**src/rtl/uart_alu_pkg.sv**
```systemverilog
// Shared definitions for the UART-controlled ALU command sequencer.
//   - ALU opcode encodings carried in the low three bits of the header byte
//   - header tag expected in header bits [7:3]
//   - sequencer state encoding
//   - STATUS response byte bit positions and helpers to build/check bytes
package uart_alu_pkg;

    // ALU opcodes (header bits [2:0], passed straight through to alu_sel)
    localparam logic [2:0] ALU_ADD  = 3'd0;
    localparam logic [2:0] ALU_SUB  = 3'd1;
    localparam logic [2:0] ALU_AND  = 3'd2;
    localparam logic [2:0] ALU_OR   = 3'd3;
    localparam logic [2:0] ALU_XOR  = 3'd4;
    localparam logic [2:0] ALU_PASS = 3'd5;
    localparam logic [2:0] ALU_INC  = 3'd6;
    localparam logic [2:0] ALU_DEC  = 3'd7;

    // Header tag occupying bits [7:3] of a valid header byte
    localparam logic [4:0] HDR_TAG = 5'b10100;

    // STATUS byte bit positions
    localparam int ST_ZERO = 0;
    localparam int ST_OVR  = 1;

    typedef enum logic [3:0] {
        S_IDLE    = 4'd0,
        S_GET_AH  = 4'd1,
        S_GET_AL  = 4'd2,
        S_GET_BH  = 4'd3,
        S_GET_BL  = 4'd4,
        S_EXEC    = 4'd5,
        S_SEND_RH = 4'd6,
        S_WAIT_RH = 4'd7,
        S_SEND_RL = 4'd8,
        S_WAIT_RL = 4'd9,
        S_SEND_ST = 4'd10,
        S_WAIT_ST = 4'd11
    } state_t;

    // True when the byte carries the command header tag
    function automatic logic hdr_valid(input logic [7:0] b);
        return (b[7:3] == HDR_TAG);
    endfunction

    // Assemble the STATUS response byte; upper bits are always zero
    function automatic logic [7:0] status_byte(input logic zero, input logic ovr);
        logic [7:0] s;
        s          = 8'h00;
        s[ST_ZERO] = zero;
        s[ST_OVR]  = ovr;
        return s;
    endfunction

endpackage

```
**src/rtl/uart_alu_cmd_ctrl_byte_timeout.sv**
```systemverilog
// Inter-byte timeout counter.
//   clk, rst : clock and synchronous active-high reset
//   clr      : return the count to zero (has priority over counting)
//   en       : count one cycle of waiting
//   expire   : one-cycle flag, high while enabled, not cleared, and the
//              count has reached TIMEOUT_CYCLES-1
module byte_timeout #(
    parameter int TIMEOUT_CYCLES = 100000,
    parameter int CNT_W          = 17
) (
    input  logic clk,
    input  logic rst,
    input  logic clr,
    input  logic en,
    output logic expire
);

    localparam logic [CNT_W-1:0] CNT_MAX = CNT_W'(TIMEOUT_CYCLES - 1);
    localparam logic [CNT_W-1:0] CNT_ONE = CNT_W'(1);

    logic [CNT_W-1:0] cnt_r;

    // Wait counter: cleared on request, saturates at the expiry value
    always_ff @(posedge clk) begin
        if (rst) begin
            cnt_r <= '0;
        end else if (clr) begin
            cnt_r <= '0;
        end else if (en && (cnt_r != CNT_MAX)) begin
            cnt_r <= cnt_r + CNT_ONE;
        end else begin
            cnt_r <= cnt_r;
        end
    end

    // A clear in the same cycle (an accepted byte) cancels expiry
    assign expire = en & ~clr & (cnt_r == CNT_MAX);

endmodule

```
**src/rtl/uart_alu_cmd_ctrl.sv**
```systemverilog
// Command sequencer between the UART and a combinational ALU.
// Collects a 5-byte frame (HDR, A_HI, A_LO, B_HI, B_LO), drives the ALU
// operands/opcode, captures RESULT/ZERO, and returns RES_HI, RES_LO, STATUS
// through the TX start/busy handshake.
//   clk, rst              : clock, synchronous active-high reset
//   rx_data, rx_valid     : received byte and its one-cycle strobe
//   tx_data, tx_start     : byte to send and one-cycle transmit request
//   tx_busy               : transmitter busy
//   alu_a, alu_b, alu_sel : registered ALU operands and opcode
//   alu_result, alu_zero  : ALU outputs
//   busy                  : sequencer not idle
//   hdr_err, frame_err    : one-cycle error pulses (bad header / timeout)
module uart_alu_cmd_ctrl
    import uart_alu_pkg::*;
#(
    parameter int TIMEOUT_CYCLES = 100000,
    parameter int CNT_W          = 17
) (
    input  logic        clk,
    input  logic        rst,
    input  logic [7:0]  rx_data,
    input  logic        rx_valid,
    output logic [7:0]  tx_data,
    output logic        tx_start,
    input  logic        tx_busy,
    output logic [15:0] alu_a,
    output logic [15:0] alu_b,
    output logic [2:0]  alu_sel,
    input  logic [15:0] alu_result,
    input  logic        alu_zero,
    output logic        busy,
    output logic        hdr_err,
    output logic        frame_err
);

    state_t      state_r, state_s;
    logic        in_get_s, hdr_ok_s, accept_hdr_s, drop_s;
    logic        tout_clr_s, expire_s, tx_start_s;
    logic [15:0] alu_a_r, alu_a_s, alu_b_r, alu_b_s, result_r, result_s;
    logic [2:0]  alu_sel_r, alu_sel_s;
    logic        zero_r, zero_s, ovr_r, ovr_s;
    logic [7:0]  tx_data_r, tx_data_s;
    logic        busy_r, hdr_err_r, hdr_err_s, frame_err_r, frame_err_s;

    assign in_get_s     = (state_r == S_GET_AH) || (state_r == S_GET_AL) ||
                          (state_r == S_GET_BH) || (state_r == S_GET_BL);
    assign hdr_ok_s     = hdr_valid(rx_data);
    assign accept_hdr_s = (state_r == S_IDLE) && rx_valid && hdr_ok_s;
    // Bytes arriving while executing or responding are dropped
    assign drop_s       = rx_valid && (state_r != S_IDLE) && !in_get_s;
    // Counter idles at zero outside GET_*, so entering GET_* starts from zero
    assign tout_clr_s   = !in_get_s || rx_valid;

    byte_timeout #(
        .TIMEOUT_CYCLES (TIMEOUT_CYCLES),
        .CNT_W          (CNT_W)
    ) u_byte_timeout (
        .clk    (clk),
        .rst    (rst),
        .clr    (tout_clr_s),
        .en     (in_get_s),
        .expire (expire_s)
    );

    // State register
    always_ff @(posedge clk) begin
        if (rst) begin
            state_r <= S_IDLE;
        end else begin
            state_r <= state_s;
        end
    end

    // Next-state logic
    always_comb begin
        state_s = state_r;
        case (state_r)
            S_IDLE: begin
                if (accept_hdr_s) state_s = S_GET_AH;
                else              state_s = S_IDLE;
            end
            S_GET_AH: begin
                if (rx_valid)      state_s = S_GET_AL;
                else if (expire_s) state_s = S_IDLE;
                else               state_s = S_GET_AH;
            end
            S_GET_AL: begin
                if (rx_valid)      state_s = S_GET_BH;
                else if (expire_s) state_s = S_IDLE;
                else               state_s = S_GET_AL;
            end
            S_GET_BH: begin
                if (rx_valid)      state_s = S_GET_BL;
                else if (expire_s) state_s = S_IDLE;
                else               state_s = S_GET_BH;
            end
            S_GET_BL: begin
                if (rx_valid)      state_s = S_EXEC;
                else if (expire_s) state_s = S_IDLE;
                else               state_s = S_GET_BL;
            end
            S_EXEC: state_s = S_SEND_RH;
            S_SEND_RH: begin
                if (!tx_busy) state_s = S_WAIT_RH;
                else          state_s = S_SEND_RH;
            end
            S_WAIT_RH: begin
                if (!tx_busy) state_s = S_SEND_RL;
                else          state_s = S_WAIT_RH;
            end
            S_SEND_RL: begin
                if (!tx_busy) state_s = S_WAIT_RL;
                else          state_s = S_SEND_RL;
            end
            S_WAIT_RL: begin
                if (!tx_busy) state_s = S_SEND_ST;
                else          state_s = S_WAIT_RL;
            end
            S_SEND_ST: begin
                if (!tx_busy) state_s = S_WAIT_ST;
                else          state_s = S_SEND_ST;
            end
            S_WAIT_ST: begin
                if (!tx_busy) state_s = S_IDLE;
                else          state_s = S_WAIT_ST;
            end
            default: state_s = S_IDLE;
        endcase
    end

    // Output decode: tx_start must see tx_busy in the same cycle, so it is
    // decoded from the state register rather than registered again
    always_comb begin
        tx_start_s = 1'b0;
        case (state_r)
            S_SEND_RH, S_SEND_RL, S_SEND_ST: tx_start_s = !tx_busy;
            default:                         tx_start_s = 1'b0;
        endcase
    end

    // Datapath next values: operand assembly, result capture, TX byte staging
    always_comb begin
        alu_a_s     = alu_a_r;
        alu_b_s     = alu_b_r;
        alu_sel_s   = alu_sel_r;
        result_s    = result_r;
        zero_s      = zero_r;
        tx_data_s   = tx_data_r;
        hdr_err_s   = (state_r == S_IDLE) && rx_valid && !hdr_ok_s;
        frame_err_s = in_get_s && expire_s;

        if (accept_hdr_s) begin
            ovr_s = 1'b0;
        end else if (drop_s) begin
            ovr_s = 1'b1;
        end else begin
            ovr_s = ovr_r;
        end

        case (state_r)
            S_IDLE: begin
                if (accept_hdr_s) alu_sel_s = rx_data[2:0];
                else              alu_sel_s = alu_sel_r;
            end
            S_GET_AH: begin
                if (rx_valid) alu_a_s[15:8] = rx_data;
                else          alu_a_s       = alu_a_r;
            end
            S_GET_AL: begin
                if (rx_valid) alu_a_s[7:0] = rx_data;
                else          alu_a_s      = alu_a_r;
            end
            S_GET_BH: begin
                if (rx_valid) alu_b_s[15:8] = rx_data;
                else          alu_b_s       = alu_b_r;
            end
            S_GET_BL: begin
                if (rx_valid) alu_b_s[7:0] = rx_data;
                else          alu_b_s      = alu_b_r;
            end
            S_EXEC: begin
                result_s  = alu_result;
                zero_s    = alu_zero;
                tx_data_s = alu_result[15:8];
            end
            S_WAIT_RH: begin
                if (!tx_busy) tx_data_s = result_r[7:0];
                else          tx_data_s = tx_data_r;
            end
            S_WAIT_RL: begin
                if (!tx_busy) tx_data_s = status_byte(zero_r, ovr_s);
                else          tx_data_s = tx_data_r;
            end
            S_SEND_ST: begin
                // Still waiting to issue: keep STATUS current with late overruns
                if (tx_busy) tx_data_s = status_byte(zero_r, ovr_s);
                else         tx_data_s = tx_data_r;
            end
            default: tx_data_s = tx_data_r;
        endcase
    end

    // Datapath and registered outputs
    always_ff @(posedge clk) begin
        if (rst) begin
            alu_a_r     <= 16'h0000;
            alu_b_r     <= 16'h0000;
            alu_sel_r   <= 3'd0;
            result_r    <= 16'h0000;
            zero_r      <= 1'b0;
            ovr_r       <= 1'b0;
            tx_data_r   <= 8'h00;
            busy_r      <= 1'b0;
            hdr_err_r   <= 1'b0;
            frame_err_r <= 1'b0;
        end else begin
            alu_a_r     <= alu_a_s;
            alu_b_r     <= alu_b_s;
            alu_sel_r   <= alu_sel_s;
            result_r    <= result_s;
            zero_r      <= zero_s;
            ovr_r       <= ovr_s;
            tx_data_r   <= tx_data_s;
            busy_r      <= (state_s != S_IDLE);
            hdr_err_r   <= hdr_err_s;
            frame_err_r <= frame_err_s;
        end
    end

    assign alu_a     = alu_a_r;
    assign alu_b     = alu_b_r;
    assign alu_sel   = alu_sel_r;
    assign tx_data   = tx_data_r;
    assign tx_start  = tx_start_s;
    assign busy      = busy_r;
    assign hdr_err   = hdr_err_r;
    assign frame_err = frame_err_r;

endmodule

```
**config.mk**
```make
export PLATFORM = sky130hd
export DESIGN_NAME = uart_alu_cmd_ctrl
export DESIGN_NICKNAME = d
export VERILOG_FILES = /design/src/rtl/uart_alu_pkg.sv /design/src/rtl/uart_alu_cmd_ctrl_byte_timeout.sv /design/src/rtl/uart_alu_cmd_ctrl.sv
export SDC_FILE = /design/constraint.sdc
export NUM_CORES = 1
export LEC_CHECK = 0
export CORE_ASPECT_RATIO = 1.1
export CORE_UTILIZATION = 35
export DETAILED_ROUTE_END_ITERATION = 10
export GPL_TIMING_DRIVEN = 0
export SETUP_SLACK_MARGIN = 0.4
export SYNTH_ARGS = -nofsm -noshare
export SYNTH_HDL_FRONTEND = slang
export SYNTH_SLANG_ARGS = --single-unit
```
**constraint.sdc**
```tcl
create_clock -name clk -period 3.05 [get_ports clk]
set_input_delay 0.61 -clock clk [delete_from_list [all_inputs] [get_ports clk]]
set_output_delay 0.61 -clock clk [all_outputs]
set_load 0.01 [all_outputs]
```
==> impl_metrics.env <==
export IMPL_initial_utilization_pct=35.8
export IMPL_cts_buffer_depth=2
export IMPL_grtUsageMet3_pct=6.75
export IMPL_die_x_um=97.7
export IMPL_core_area_um2=9840
export IMPL_regToRegSetupSlack_ns=0.89
export IMPL_async_reset_ff_share_pct=0
export IMPL_ys_warnings_count=0
export IMPL_critPathSlowestCell="dfxtp_1"
export IMPL_min_to="alu_a[8]$_SDFFE_PP0P_"
export IMPL_fillers=957
export IMPL_violations="design-rule violations"
export IMPL_dp_slack_ns=0.240
export IMPL_p_per_area_nw_per_um2=414
export IMPL_whs_path_depth=2
export IMPL_nets=534
export IMPL_crit_path_end_kind="output port"
export IMPL_dieArea_um2=10500
export IMPL_hold_buffers=0
export IMPL_clk_pin_slew_ns=0.09
export IMPL_synth_top_cell_area_share_pct=43.7
export IMPL_r2r_start="u_byte_timeout.cnt_r[0]$_SDFFE_PP0P_"
export IMPL_synth_area_um2=3530
export IMPL_place_area_um2=4430
export IMPL_routed_wl_mm=9.27
export IMPL_avgSynthCellArea_um2=8.44
export IMPL_criticalPathCategory="reg -> out"
export IMPL_power_frac_comb_pct=5.1
export IMPL_arrival_ns=1.90
export IMPL_synthXorXnorAreaFrac_pct=2.48
export IMPL_grt_start_max_net_pins=16
export IMPL_worstHoldStart="alu_a[8]$_SDFFE_PP0P_"
export IMPL_io_buffer_count=75
export IMPL_grt_util_met1_pct=23.7
export IMPL_setup_violations=0
export IMPL_hpwl_mm=6.83
export IMPL_synthAdderAreaFrac_pct=0.355
export IMPL_antenna_left=0
export IMPL_post_synth_mux_area_share_pct=8.52
export IMPL_htree_levels=3
export IMPL_firstDrtPassIters=8
export IMPL_cts_tree="built"
export IMPL_period_minus_slack_ns=2.51
export IMPL_worst_pin_slew_ns=0.761
export IMPL_rr_worst_depth=6
export IMPL_crit_path_start_kind="flip-flop"
export IMPL_switchingPower_mw=0.475
export IMPL_cpPeakStageDelay_ns=0.47
export IMPL_grt_overflow_total=0
export IMPL_fin_skew_ns=0.0106
export IMPL_cts_buffers_inserted=9
export IMPL_synthFlopType="dfxtp_1"
export IMPL_insertion_delay_ns=0.36
export IMPL_dr_first_iter_drc_count=154
export IMPL_clock_fmax_mhz=399
export IMPL_synth_compound_area_share_pct=13.9
export IMPL_met2_usage_pct=29.6
export IMPL_path_max_fanout=8
export IMPL_finalHoldViolations=0
export IMPL_outcome="complete, but fails checks"
export IMPL_wl_per_cell_um=14.7
export IMPL_yosys_register_bits=77
export IMPL_gp_congestion=0.862
export IMPL_io_pins=76
export IMPL_antenna_found_initial=0
export IMPL_intPower_mw=1.45
export IMPL_die_height_um=107
export IMPL_required_ns=2.44
export IMPL_rows=38
export IMPL_synth_edf_count=0
export IMPL_yosysTopAreaCell="dfxtp_1"
export IMPL_grt_pass1_vias=3110
export IMPL_p_sw_share_pct=24.7
export IMPL_cts_setup_buffers=0
export IMPL_synth_simple_area_share_pct=27.6
export IMPL_final_cell_area_um2=4640
export IMPL_fin_tns_setup_ns=0
export IMPL_grt_pass1_wl_mm=15.4
export IMPL_num_antenna_cells=0
export IMPL_timing_rr_end="busy$_SDFF_PP0_"
export IMPL_drc=4
export IMPL_p_leak_nw=1.70
export IMPL_vdd_drop_max_mv=0.220
export IMPL_vias=3274
export IMPL_synth_top_family_by_area="simple AND/OR/NAND/NOR gates"
export IMPL_seq_power_share_pct=52.5
export IMPL_holdCritPathClass="reg -> reg"
export IMPL_grtUsageTotal_pct=18.5
export IMPL_syn_to_final_growth_pct=31.5
export IMPL_synth_area_leaders="dfxtp_1 44%, mux2i_1 8.5%, nor2_1 5.6%"
export IMPL_synthCells=418
export IMPL_rsz0062_at_grt="no"
export IMPL_crit_chain="nor2b_1 -> clkbuf_1 -> a21oi_1 -> nor3_2 -> dlygate4sd2_1"
export IMPL_grt_busiest_layer="met2"
export IMPL_cts_sinks=77
export IMPL_cts_root_buf="clkbuf_8"
export IMPL_drv_slew=0
export IMPL_fin_ws_ns=0.544
export IMPL_power_frac_clock_pct=42.4
export IMPL_maxCapViolCount=0
export IMPL_vias_per_cell=5.21
export IMPL_slew_headroom_pct=48.8
export IMPL_syn_nets=448
export IMPL_yosys_cell_types_count=51
export IMPL_drive_gt1_share_pct=5.89
export IMPL_yosysSeqAreaShare_pct=43.7
export IMPL_finalCritPeriodShare_pct=82.2
-- worst max-delay path: cells and delay by family (launching register included) --
family	cells	cell delay, ns
AOI/OAI and AO/OA	1	0.09
buffers and inverters	2	0.64
DFF	1	0.47
and+or+nand+nor	2	0.35
-- placed cells by master (no fill, tap or decap), types with 7 or more instances in the layout --
master / n
o21ai_0: 15
clkbuf_1: 19
and3_1: 7
nand2_1: 50
o211ai_1: 8
a21oi_1: 32
clkbuf_8: 9
nand4_1: 9
dfxtp_1: 76
clkdlybuf4s50_1: 74
xor2_1: 10
nor3_1: 7
mux2i_1: 30
nor2_1: 53
nand3_1: 18
-- power by group through the flow --
stage | clock (mW) | combinational, mW | sequential, mW
3_3_place_gp | 0 | 0.0978 | 1.03
2_1_floorplan | 0 | 0.0343 | 1.03
5_1_grt | 0.878 | 0.107 | 1.01
4_1_cts | 0.830 | 0.0983 | 1.01
3_5_place_dp | 0 | 0.0985 | 1.03
6_report | 0.816 | 0.0981 | 1.01
-- cells in the mapped netlist, drive strengths merged (2+ instances only) --
| master | number |
|---|---|
| and4 | 4 |
| buf | 6 |
| nand2 | 50 |
| nand3b | 6 |
| a21o | 2 |
| xor2 | 10 |
| a211oi | 2 |
| nor2b | 4 |
| inv | 4 |
| or3 | 5 |
| nand2b | 6 |
| o21ai | 16 |
| a21oi | 32 |
| nor3 | 8 |
| clkbuf | 19 |
| nand3 | 18 |
| nor2 | 54 |
| nor3b | 5 |
| dfxtp | 77 |
| o221ai | 6 |
| nand4 | 9 |
| mux2i | 30 |
| o211ai | 8 |
| and3 | 7 |
| or3b | 5 |
| and2 | 5 |
-- flip-flops by register name, summed over array words and instances (netlist names), 3 cells and up --
name / count
u_byte_timeout.cnt_r: 17
alu_a: 16
alu_b: 16
result_r: 8
tx_data: 8
state_r: 4
alu_sel: 3
-- worst max path at each step --
stage | startpoint | to | cells past startpoint
3_3_place_gp | tx_busy | tx_start | 4
3_5_place_dp | tx_busy | tx_start | 4
6_report | state_r[3]$_SDFF_PP0_ | tx_start | 5
4_1_cts | state_r[3]$_SDFF_PP0_ | tx_start | 5
5_1_grt | state_r[3]$_SDFF_PP0_ | tx_start | 5
2_1_floorplan | state_r[2]$_SDFF_PP0_ | tx_start | 4
-- layout make-up --
cell class	count	area [µm²]	share of cell area [%]
well taps	120	150	3.24
flip-flops and latches	77	1540	33.3
repair buffers	75	749	16.2
clock inverters	7	80.1	1.73
clock buffers	9	124	2.67
plain buffers	25	105	2.27
inverters	4	15.0	0.324
multi-input cells	312	1870	40.4
-- timing repair --
item / in CTS / in global routing
gates cloned: 0 / 0
endpoints found under the hold margin: 0 / 0
gates resized for setup: 3 / 1
endpoints found under the setup margin: 1 / 1
-- cells by family after synthesis --
group,after synthesis
compound gates,78
flops,77
buf+inv,29
simple gates,193
mux,30
fa+ha+maj,1
xor+xnor,10
-- stage by stage --
step,std cells,utilization [%],power (mW),hold slack [ns]
CTS,629,47.1,1.94,0.461
global route,629,47.1,1.99,0.483
floorplan,418,-,1.07,0.436
global placement,613,45.0,1.13,0.442
detailed placement,613,45.0,1.13,0.449
finish,629,47.1,1.92,0.460
-- per-layer routing --
layer  vias to the layer above  part of all wire (%)
li1                       1649                     -
met1                      1529                    46
met2                        88                    45
met3                         8                   7.7
met4                         0                  0.89
met5                         -                     0
Power figures use the tool's default switching activity.
